<file path="src/rtl/dich_xuat_pkg.sv">
// Shared definitions for the serial LED shift chain: FSM encoding and bit-rate divider math.
// The receive side imports this package too, so both ends use the same encoding and rate.
package dich_xuat_pkg;

  typedef enum logic [1:0] {
    ST_IDLE  = 2'd0,
    ST_SHIFT = 2'd1,
    ST_DONE  = 2'd2
  } state_t;

  function automatic int calc_div(input longint clk_hz, input longint shift_hz);
    return int'(clk_hz / shift_hz);
  endfunction

endpackage

</file>
<file path="src/rtl/dich_tick.sv">
// Enable-strobe counter: produces a one-cycle tick every DIV enabled cycles.
// It stands in for a derived clock, so everything stays on CLK.
module dich_tick #(
  parameter int DIV = 4
) (
  input  logic CLK,
  input  logic rs,
  input  logic clr,
  input  logic en,
  output logic tick
);

  localparam int CW = (DIV > 1) ? $clog2(DIV) : 1;
  localparam logic [CW-1:0] LAST = CW'(DIV - 1);

  logic [CW-1:0] divcnt;

  always_ff @(posedge CLK or negedge rs) begin
    if (!rs) begin
      divcnt <= '0;
    end else if (clr) begin
      divcnt <= '0;
    end else if (en) begin
      divcnt <= (divcnt == LAST) ? '0 : divcnt + 1'b1;
    end
  end

  assign tick = en && (divcnt == LAST);

endmodule

</file>
<file path="src/rtl/dich_xuat.sv">
// Parallel-in/serial-out transmitter for the LED shift chain.
// It accepts a word on load&ready and sends it on dout, one bit per tick.
module dich_xuat
  import dich_xuat_pkg::*;
#(
  parameter int   CLK_HZ    = 50_000_000,
  parameter int   SHIFT_HZ  = 1,
  parameter int   WIDTH     = 8,
  parameter bit   MSB_FIRST = 1'b1,
  parameter logic IDLE_LVL  = 1'b0
) (
  input  logic             CLK,
  input  logic             rs,
  input  logic [WIDTH-1:0] din,
  input  logic             load,
  output logic             ready,
  output logic             dout,
  output logic             tick,
  output logic             busy,
  output logic             done,
  output logic [WIDTH-1:0] led
);

  localparam int DIV = calc_div(CLK_HZ, SHIFT_HZ);
  localparam int BW  = $clog2(WIDTH);
  localparam logic [BW-1:0] LASTBIT = BW'(WIDTH - 1);

  state_t           state, nextState;
  logic [WIDTH-1:0] sreg;
  logic [BW-1:0]    bitcnt;
  logic             accept;
  logic             lastTick;
  logic             tickEn;
  logic             tickClr;

  // Enable and clear come straight from the state register to keep the tick path acyclic.
  assign tickEn  = (state == ST_SHIFT);
  assign tickClr = (state != ST_SHIFT);

  dich_tick #(.DIV(DIV)) u_tick (
    .CLK  (CLK),
    .rs   (rs),
    .clr  (tickClr),
    .en   (tickEn),
    .tick (tick)
  );

  always_ff @(posedge CLK or negedge rs) begin
    if (!rs) begin
      state <= ST_IDLE;
    end else begin
      state <= nextState;
    end
  end

  always_comb begin
    nextState = state;
    ready     = 1'b0;
    busy      = 1'b0;
    done      = 1'b0;
    accept    = 1'b0;
    lastTick  = 1'b0;
    case (state)
      ST_IDLE: begin
        ready = 1'b1;
        if (load) begin
          accept    = 1'b1;
          nextState = ST_SHIFT;
        end
      end
      ST_SHIFT: begin
        busy = 1'b1;
        if (tick && (bitcnt == LASTBIT)) begin
          lastTick  = 1'b1;
          nextState = ST_DONE;
        end
      end
      ST_DONE: begin
        done      = 1'b1;
        nextState = ST_IDLE;
      end
      default: nextState = ST_IDLE;
    endcase
  end

  // dout is loaded with the bit that will be at the sreg output edge after this clock.
  always_ff @(posedge CLK or negedge rs) begin
    if (!rs) begin
      sreg   <= '0;
      bitcnt <= '0;
      led    <= '0;
      dout   <= IDLE_LVL;
    end else if (accept) begin
      sreg   <= din;
      led    <= din;
      bitcnt <= '0;
      dout   <= MSB_FIRST ? din[WIDTH-1] : din[0];
    end else if (lastTick) begin
      dout <= IDLE_LVL;
    end else if ((state == ST_SHIFT) && tick) begin
      sreg   <= MSB_FIRST ? {sreg[WIDTH-2:0], 1'b0} : {1'b0, sreg[WIDTH-1:1]};
      bitcnt <= bitcnt + 1'b1;
      dout   <= MSB_FIRST ? sreg[WIDTH-2] : sreg[1];
    end
  end

endmodule
</file>
<file path="config.mk">
export PLATFORM = sky130hd
export DESIGN_NAME = dich_xuat
export DESIGN_NICKNAME = d
export VERILOG_FILES = /design/src/rtl/dich_xuat_pkg.sv /design/src/rtl/dich_tick.sv /design/src/rtl/dich_xuat.sv
export SDC_FILE = /design/constraint.sdc
export NUM_CORES = 1
export LEC_CHECK = 0
export ABC_CLOCK_PERIOD_IN_PS = 4600
export CAP_MARGIN = 20
export CORE_AREA = 4 4 92 77
export CTS_BUF_LIST = sky130_fd_sc_hd__clkbuf_4
export CTS_CLUSTER_DIAMETER = 50
export DETAILED_ROUTE_END_ITERATION = 10
export DIE_AREA = 0 0 96 81
export HOLD_SLACK_MARGIN = 0.1
export SLEW_MARGIN = 0
export SYNTH_ARGS = -nofsm -noshare
export SYNTH_HDL_FRONTEND = slang
export SYNTH_SLANG_ARGS = --single-unit
</file>
<file path="constraint.sdc">
create_clock -name CLK -period 4.6 [get_ports CLK]
set_input_delay 0.92 -clock CLK [delete_from_list [all_inputs] [get_ports CLK]]
set_output_delay 0.92 -clock CLK [all_outputs]
set_load 0.02 [all_outputs]
</file>
== Yosys cells after proc, flatten, opt, wreduce, memory -nomap -nowiden ==
Index checks and enable logic that the tools add are counted.

* Mux-type cells: 22
* Add/sub/neg operators: 2
* Reduce and logical (&&, ||, !) cells: 9
* Equality and inequality tests: 8

{| class="wikitable"
|+ Operator list
! operator !! number
|-
| 2-to-1 mux 26 bit || 3
|-
| adder 26 x 1 -> 26 bit, second input constant || 1
|-
| == test 26 bit, second input constant || 1
|-
| 2-to-1 mux 7 bit || 3
|-
| 2-to-1 mux 1 bit || 10
|-
| 2-to-1 mux 3 bit || 3
|-
| inequality test 2 bit, second input constant || 3
|-
| 2-to-1 mux 2 bit || 2
|-
| case mux 2 bit (2 select lines) || 1
|-
| AND reduction 2 bit || 2
|-
| nonzero test 2 bit || 2
|-
| adder 3 x 1 -> 3 bit, second input constant || 1
|-
| == test 3 bit, second input constant || 1
|-
| logical AND 1 bit || 3
|-
| nonzero test 3 bit || 1
|-
| == test 2 x 1 -> 1 bit, second input constant || 1
|-
| == test 2 bit, second input constant || 1
|-
| zero test 2 bit || 1
|-
| inequality test 2 x 1 -> 1 bit, second input constant || 1
|}

* Logic and storage cells: 47
* Output and inout port bits: 13
* Bits in registers: 47
* Bits of input ports: 11

== Longest topological paths before layout ==
Gate-level depths: netlist of the first run.

* Depth in word-level cells: 7
* Mapped depth: 7
* Gate-level depth less buffers: 6

== By module ==
Synthesis of the first run repeated with hierarchy kept, for this count alone.

* Cells, all modules: 247
* Area total of the unflattened synthesis: 2,536.2 um^2

{| class="wikitable"
|+ By module, submodules not included
! module !! area each (um^2) !! times used !! cells each !! sequential area each (um^2)
|-
| dich_tick || 1,551.5 || 1 || 173 || 650.6
|-
| dich_xuat || 984.7 || 1 || 74 || 525.5
|}

== Worst setup path after synthesis of the first run ==
OpenSTA, ideal clock, no wires.

* Kind: register to output
* Start: reg u_tick.divcnt[0]
* End: out tick
* Slack: 2.148 ns
* Required time: 3.680 ns
* Data arrival time: 1.532 ns
* Cell stages (with the launch flop): 6
* Buffers on the path: 0
* Cells stage by stage: dfrtp_1 ha_1 and2_4 nand4_4 or2_2 nor2_1

* Word-level cells in the longest chain between the ends: 2

{| class="wikitable"
|+ RTL lines
! item !! line !! RTL
|-
| from (decl) || dich_tick.sv:16 || <nowiki>logic [CW-1:0] divcnt;</nowiki>
|-
| from (signal assigned) || dich_tick.sv:24 || <nowiki>divcnt <= (divcnt == LAST) ? '0 : divcnt + 1'b1;</nowiki>
|-
| == test 26 bit || dich_tick.sv:28 || <nowiki>assign tick = en && (divcnt == LAST);</nowiki>
|-
| logical AND 1 bit || dich_tick.sv:28 ||
|-
| to (decl) || dich_xuat.sv:18 || <nowiki>output logic tick,</nowiki>
|}

No other way between the ends.

== Worst setup path after layout of the first run ==
Same ends and word-level chain as after synthesis.

==> results of run 1 <==
cell families (layout without fill, tap and decap cells):
logic type,Yosys count,in the layout,share of synthesized area (%)
simple gates,120,120,28.0
xor+xnor,24,24,9.14
mux,8,8,3.48
compound gates,12,12,2.99
buf+inv,10,33,3.59
fa+ha+maj,3,3,1.63
flops,47,47,51.1
cell type report:
cell class,count,area [um^2],area share (%)
Clock buffer,5,37.5,1.43
Clock inverter,2,8.76,0.333
Inverter,2,7.51,0.286
Multi-Input combinational cell,167,1040,39.6
Sequential cell,47,1180,44.7
Tap cell,84,105,4.00
Timing Repair Buffer,24,253,9.61
cells in the mapped netlist (2+ instances only):
library cell  number  area, um^2
o21ai_0            2        10.0
nor3_1             5        25.0
nand3b_1           2        15.0
dfrtp_1           47        1180
a21oi_1            7        35.0
nand3_1           10        50.1
nor4_1             4        25.0
and4_1             4        35.0
and3_1             3        18.8
buf_6              5        56.3
nor2_1            38         143
nand2_1           34         128
xor2_1            12         105
xnor2_1           12         105
inv_1              2        7.51
mux2i_1            8        80.1
nand4_1            5        31.3
and2_1             2        12.5
ha_1               3        37.5
buf_4              2        15.0
stage by stage:
stage / utilization, % / hold WS (ns)
after CTS: 41.9 / 0.498
final: 42.3 / 0.493
after global routing: 42.3 / 0.532
after global placement: 41.1 / 0.460
after floorplan: - / 0.482
after detailed placement: 41.1 / 0.462
power by group through the flow:
stage	registers [mW]	clock network, mW	logic [mW]
finish	0.413	0.180	0.0196
global route	0.413	0.209	0.0221
CTS	0.413	0.193	0.0176
detailed placement	0.421	0	0.0175
global placement	0.421	0	0.0176
floorplan	0.421	0	0.000126
final timing paths:
kind	from	end	slack, ns	cells after the start
max reg2reg	u_tick.divcnt[0]	sreg[5]	2.30	6
max in group asynchronous	rs	sreg[6]	3.53	2
max	u_tick.divcnt[0]	tick	1.22	6
min reg2reg	led[5]	led[5]	0.49	2
min	led[5]	led[5]	0.49	2
min in group asynchronous	rs	u_tick.divcnt[6]	0.55	1
tightest hold or removal path, stage by stage (launching register included):
cell	delay, ns
dfrtp_1	0.36
nand2_1	0.05
nand2_1	0.06
per-layer routing:
layer  vias up  global-route usage, %  part of all wire, %
met4         0                   5.11                  1.5
met5         -                      0                    0
li1        806                      -                    -
met3         5                   2.50                  2.0
met1       727                   18.7                   52
met2        16                   17.6                   44
state kept, by name, summed over array words and instances, names as in the netlist:
signal / flops
bitcnt: 3
dout: 1
led: 8
sreg: 7
state: 2
u_tick.divcnt: 26
==> flow_metrics.tcl, run 1 <==
set metrics [dict create \
    syn_area_um2 2300 \
    cts_root_buf "clkbuf_4" \
    start_kind "register" \
    synthToLayoutAreaGrowth_pct 14.3 \
    tns_ns 0 \
    p_sw_mw 0.136 \
    cts_buffers 5 \
    io_buffers 23 \
    p_comb_share_pct 3.2 \
    wire_per_inst_um 13.1 \
    irDropWorstVdd_v 0.0000873 \
    clk_pin_slew_ns 0.12 \
    min_period_over_period_pct 73.4 \
    synth_warnings 0 \
    fin_crit_ns 3.38 \
    fin_area_um2 2630 \
    dp.cells 323 \
    ioPinCount 24 \
    dp_slack_ns 1.59 \
    die_w_um 96 \
    max_freq_mhz 296 \
    max_cap_violations 0 \
    fin_nets 261 \
    synth_cell_types 37 \
    swShare_pct 22.1 \
    pwr-share-seq_pct 67.4 \
    rsz0062_at_grt "false" \
    cts_resized 0 \
    p_int_mw 0.477 \
    avgSynthCellArea_um2 10.3 \
    grt_use_total_pct 12.6 \
    grt_pass1_vias 1538 \
    hp-class "reg2reg" \
    finalHoldViolCount 0 \
    clkSinkCount 47 \
    die-height_um 81 \
    drt_iter0_markers 75 \
    core_um2 6210 \
    antenna_found_initial 0 \
    synth-edff-count 0 \
    via_per_inst 4.69 \
    critical_path_arrival_ns 2.46 \
    path_buf_inv 1 \
    wl_um 4340 \
    n_fill_cell 608 \
    die-area_um2 7780 \
    grt.overflow.total 0 \
    ys.flop_type "dfrtp_1" \
    worstSkewPairLatency_ns 0.35 \
    p_leak_nw 1.17 \
    slew_violations 0 \
    final_cells 331 \
    initial_utilization_pct 37.0 \
    crit_required_ns 3.68 \
    syn-num-nets 238 \
    synth-seq-cells 47 \
    crit_family "simple AND/OR/NAND/NOR gates" \
    post_dp_cell_area_um2 2550 \
    final_common_cell "dfrtp_1" \
    crit_path_end_kind "output port" \
    setup_violations 0 \
    cts_setup_buffers 0 \
    antenna_left 0 \
    slowest_delay_ns 0.62 \
    cts_hold_buf 0 \
    ys_seq_area_share_pct 51.1 \
    gp_congestion 0.752 \
    crit_slowest_cell "clkdlybuf4s50_1" \
    dp_hpwl_um 3080 \
    drc 0 \
    row_count 26 \
    max_slew_margin_pct 43.9 \
    final_cell_mix "47 x dfrtp_1, 38 x nor2_1, 34 x nand2_1" \
    status "complete, no violations" \
    drive_gt1_share_pct 7.29 \
    crit_type "reg2out" \
    antenna-diode-count 0 \
    power.density_nw_per_um2 233 \
    total_power_mw 0.613 \
    grt_pass1_wl_um 7520 \
    finalWorstSetupSlack_ns 1.22 \
    crit_path_cell_trace "ha_1 -> and2_4 -> nand4_4 -> or2_2 -> nor2_1 -> clkdlybuf4s50_1" \
    p_clk_share_pct 29.4 \
    vias 1554 \
    fin_skew_ns 0.0101 \
    async_flop_share_pct 100 \
    cts_max_level 2 \
    grt_max_degree 48 \
    syn_inst 224 \
    cts_tree "yes" \
    dr.pass1.iters 5 \
    clockBufferDepth 2 \
    worst_slew_pin_slew_ns 0.838 \
    cp_max_fo 6 \
]
(Power assumes the default switching activity.)
==> run 2: changes to the inputs <==
--- a/config.mk
+++ b/config.mk
@@ -5,7 +5,7 @@
 export SDC_FILE = /design/constraint.sdc
 export NUM_CORES = 1
 export LEC_CHECK = 0
-export ABC_CLOCK_PERIOD_IN_PS = 4600
+export ABC_CLOCK_PERIOD_IN_PS = 2900
 export CAP_MARGIN = 20
 export CORE_AREA = 4 4 92 77
 export CTS_BUF_LIST = sky130_fd_sc_hd__clkbuf_4
==> constraint.sdc (replaced) <==
create_clock -name CLK -period 2.9 [get_ports CLK]
set_input_delay 0.58 -clock CLK [delete_from_list [all_inputs] [get_ports CLK]]
set_output_delay 0.58 -clock CLK [all_outputs]
set_load 0.02 [all_outputs]
==> flow_metrics.tcl, run 2 (synthesis results as in run 1) <==
set metrics [dict create \
    status "complete, no violations" \
    critical_path_arrival_ns 2.17 \
    dr.pass1.iters 4 \
    top_register "u_tick.divcnt" \
    grt_pass1_wl_um 7670 \
    cp_max_fo 6 \
    clk_pin_slew_ns 0.17 \
    p_comb_share_pct 2.5 \
    p_sw_mw 0.244 \
    grt_use_total_pct 12.7 \
    crit_type "reg2out" \
    irDropWorstVdd_v 0.000174 \
    max_slew_margin_pct 49.3 \
    largestRegisters "u_tick.divcnt: 26 flops, led: 8 flops, sreg: 7 flops" \
    reg2reg_depth 7 \
    hp-class "in2async" \
    max_freq_mhz 364 \
    wire_per_inst_um 13.2 \
    die-area_um2 7780 \
    wl_um 4440 \
    start_kind "register" \
    synthToLayoutAreaGrowth_pct 17.4 \
    gp_congestion 0.784 \
    fin_skew_ns 0.0239 \
    cts_root_buf "clkbuf_4" \
    slowest_delay_ns 0.43 \
    vias 1602 \
    tns_ns 0 \
    final_cell_mix "47 x dfrtp_1, 38 x nor2_1, 34 x nand2_1" \
    swShare_pct 22.2 \
    dp_hpwl_um 3090 \
    slew_violations 0 \
    via_per_inst 4.75 \
    fin_util_pct 43.5 \
    n_fill_cell 585 \
    drive_gt1_share_pct 10.3 \
    rsz0062_at_grt "false" \
    worstSkewPairLatency_ns 0.38 \
    core_um2 6210 \
    drc 0 \
    drt_iter0_markers 70 \
    largest_register_ffs 26 \
    worst_hold_slack_ns 0.273 \
    crit_slowest_cell "dfrtp_1" \
    crit_required_ns 2.32 \
    grt_pass1_vias 1566 \
    p_int_mw 0.854 \
    io_buffers 23 \
    clkSinkCount 47 \
    die_w_um 96 \
    cts_buffers 5 \
    antenna-diode-count 0 \
    r2r_slack_ns 0.93 \
    p_leak_nw 1.22 \
    initial_utilization_pct 37.0 \
    cts_tree "yes" \
    max_cap_violations 0 \
    cts_hold_buf 0 \
    antenna_found_initial 0 \
    p_clk_share_pct 37.7 \
    row_count 26 \
    power.density_nw_per_um2 407 \
    min_period_over_period_pct 94.8 \
    antenna_left 0 \
    clockBufferDepth 2 \
    fin_crit_ns 2.75 \
    finalHoldViolCount 0 \
    ioPinCount 24 \
    cts_max_level 2 \
    final_common_cell "dfrtp_1" \
    crit_path_cell_trace "ha_1 -> and2_4 -> nand4_4 -> or2_2 -> nor2_1 -> clkdlybuf4s15_1" \
    crit_path_end_kind "output port" \
    worst_slew_pin_slew_ns 0.759 \
    setup_violations 0 \
    grt_max_degree 48 \
    pwr-share-seq_pct 59.7 \
    die-height_um 81 \
    grt.overflow.total 0 \
    fin_nets 266 \
]
run 2: layer usage:
layer  track usage [%]  part of all wire [%]
met1              18.6                    51
met3              3.15                   3.0
met2              18.0                    44
met5                 0                     0
met4              5.11                   1.5
run 2: power groups by stage:
stage	Combinational, mW	Sequential, mW	Clock (mW)
after floorplan	0.000199	0.668	0
after global placement	0.0293	0.668	0
after detailed placement	0.0290	0.668	0
after CTS	0.0291	0.656	0.427
after global routing	0.0319	0.656	0.453
final	0.0280	0.656	0.414
run 2: path summary, 6_finish.rpt:
path	startpoint	end
max in group asynchronous	rs	u_tick.divcnt[13]
min in group CLK	led[4]	led[4]
hold / removal	rs	u_tick.divcnt[5]
setup reg to reg	u_tick.divcnt[1]	sreg[3]
hold reg to reg	led[4]	led[4]
setup / recovery	u_tick.divcnt[1]	tick
run 2: what timing repair did:
item / 4_1_cts / 5_1_grt
setup endpoints to repair: 1 / 1
pin swaps: 0 / 0
gates resized for setup: 2 / 2
buffers inserted: 0 / 1
run 2: area by class of cell:
cell class	count	area (um^2)	share of cell area, %
clock buffers	5	37.5	1.39
clock inverters	3	47.5	1.76
inverters	2	7.51	0.278
multi-input cells	167	1060	39.1
flip-flops and latches	47	1180	43.6
well taps	84	105	3.89
repair buffers	29	270	10.0
run 2: per-stage QoR:
| stage | power, mW | instances | worst slack [ns] | area [um^2] |
|---|---|---|---|---|
| final | 1.10 | 337 | 0.150 | 2700 |
| after global routing | 1.14 | 337 | 0.0149 | 2700 |
| after CTS | 1.11 | 336 | 0.0970 | 2680 |
| after detailed placement | 0.697 | 328 | 0.225 | 2590 |
| after global placement | 0.697 | 328 | 0.262 | 2590 |
| after floorplan | 0.668 | 224 | 0.788 | 2300 |
run 2: worst max-delay path, delay by kind of cell, from the launching register on:
kind	cells	cell delay, ns
buffers and inverters	1	0.32
adders and majority gates	1	0.24
and+or+nand+nor	4	0.82
DFF	1	0.43
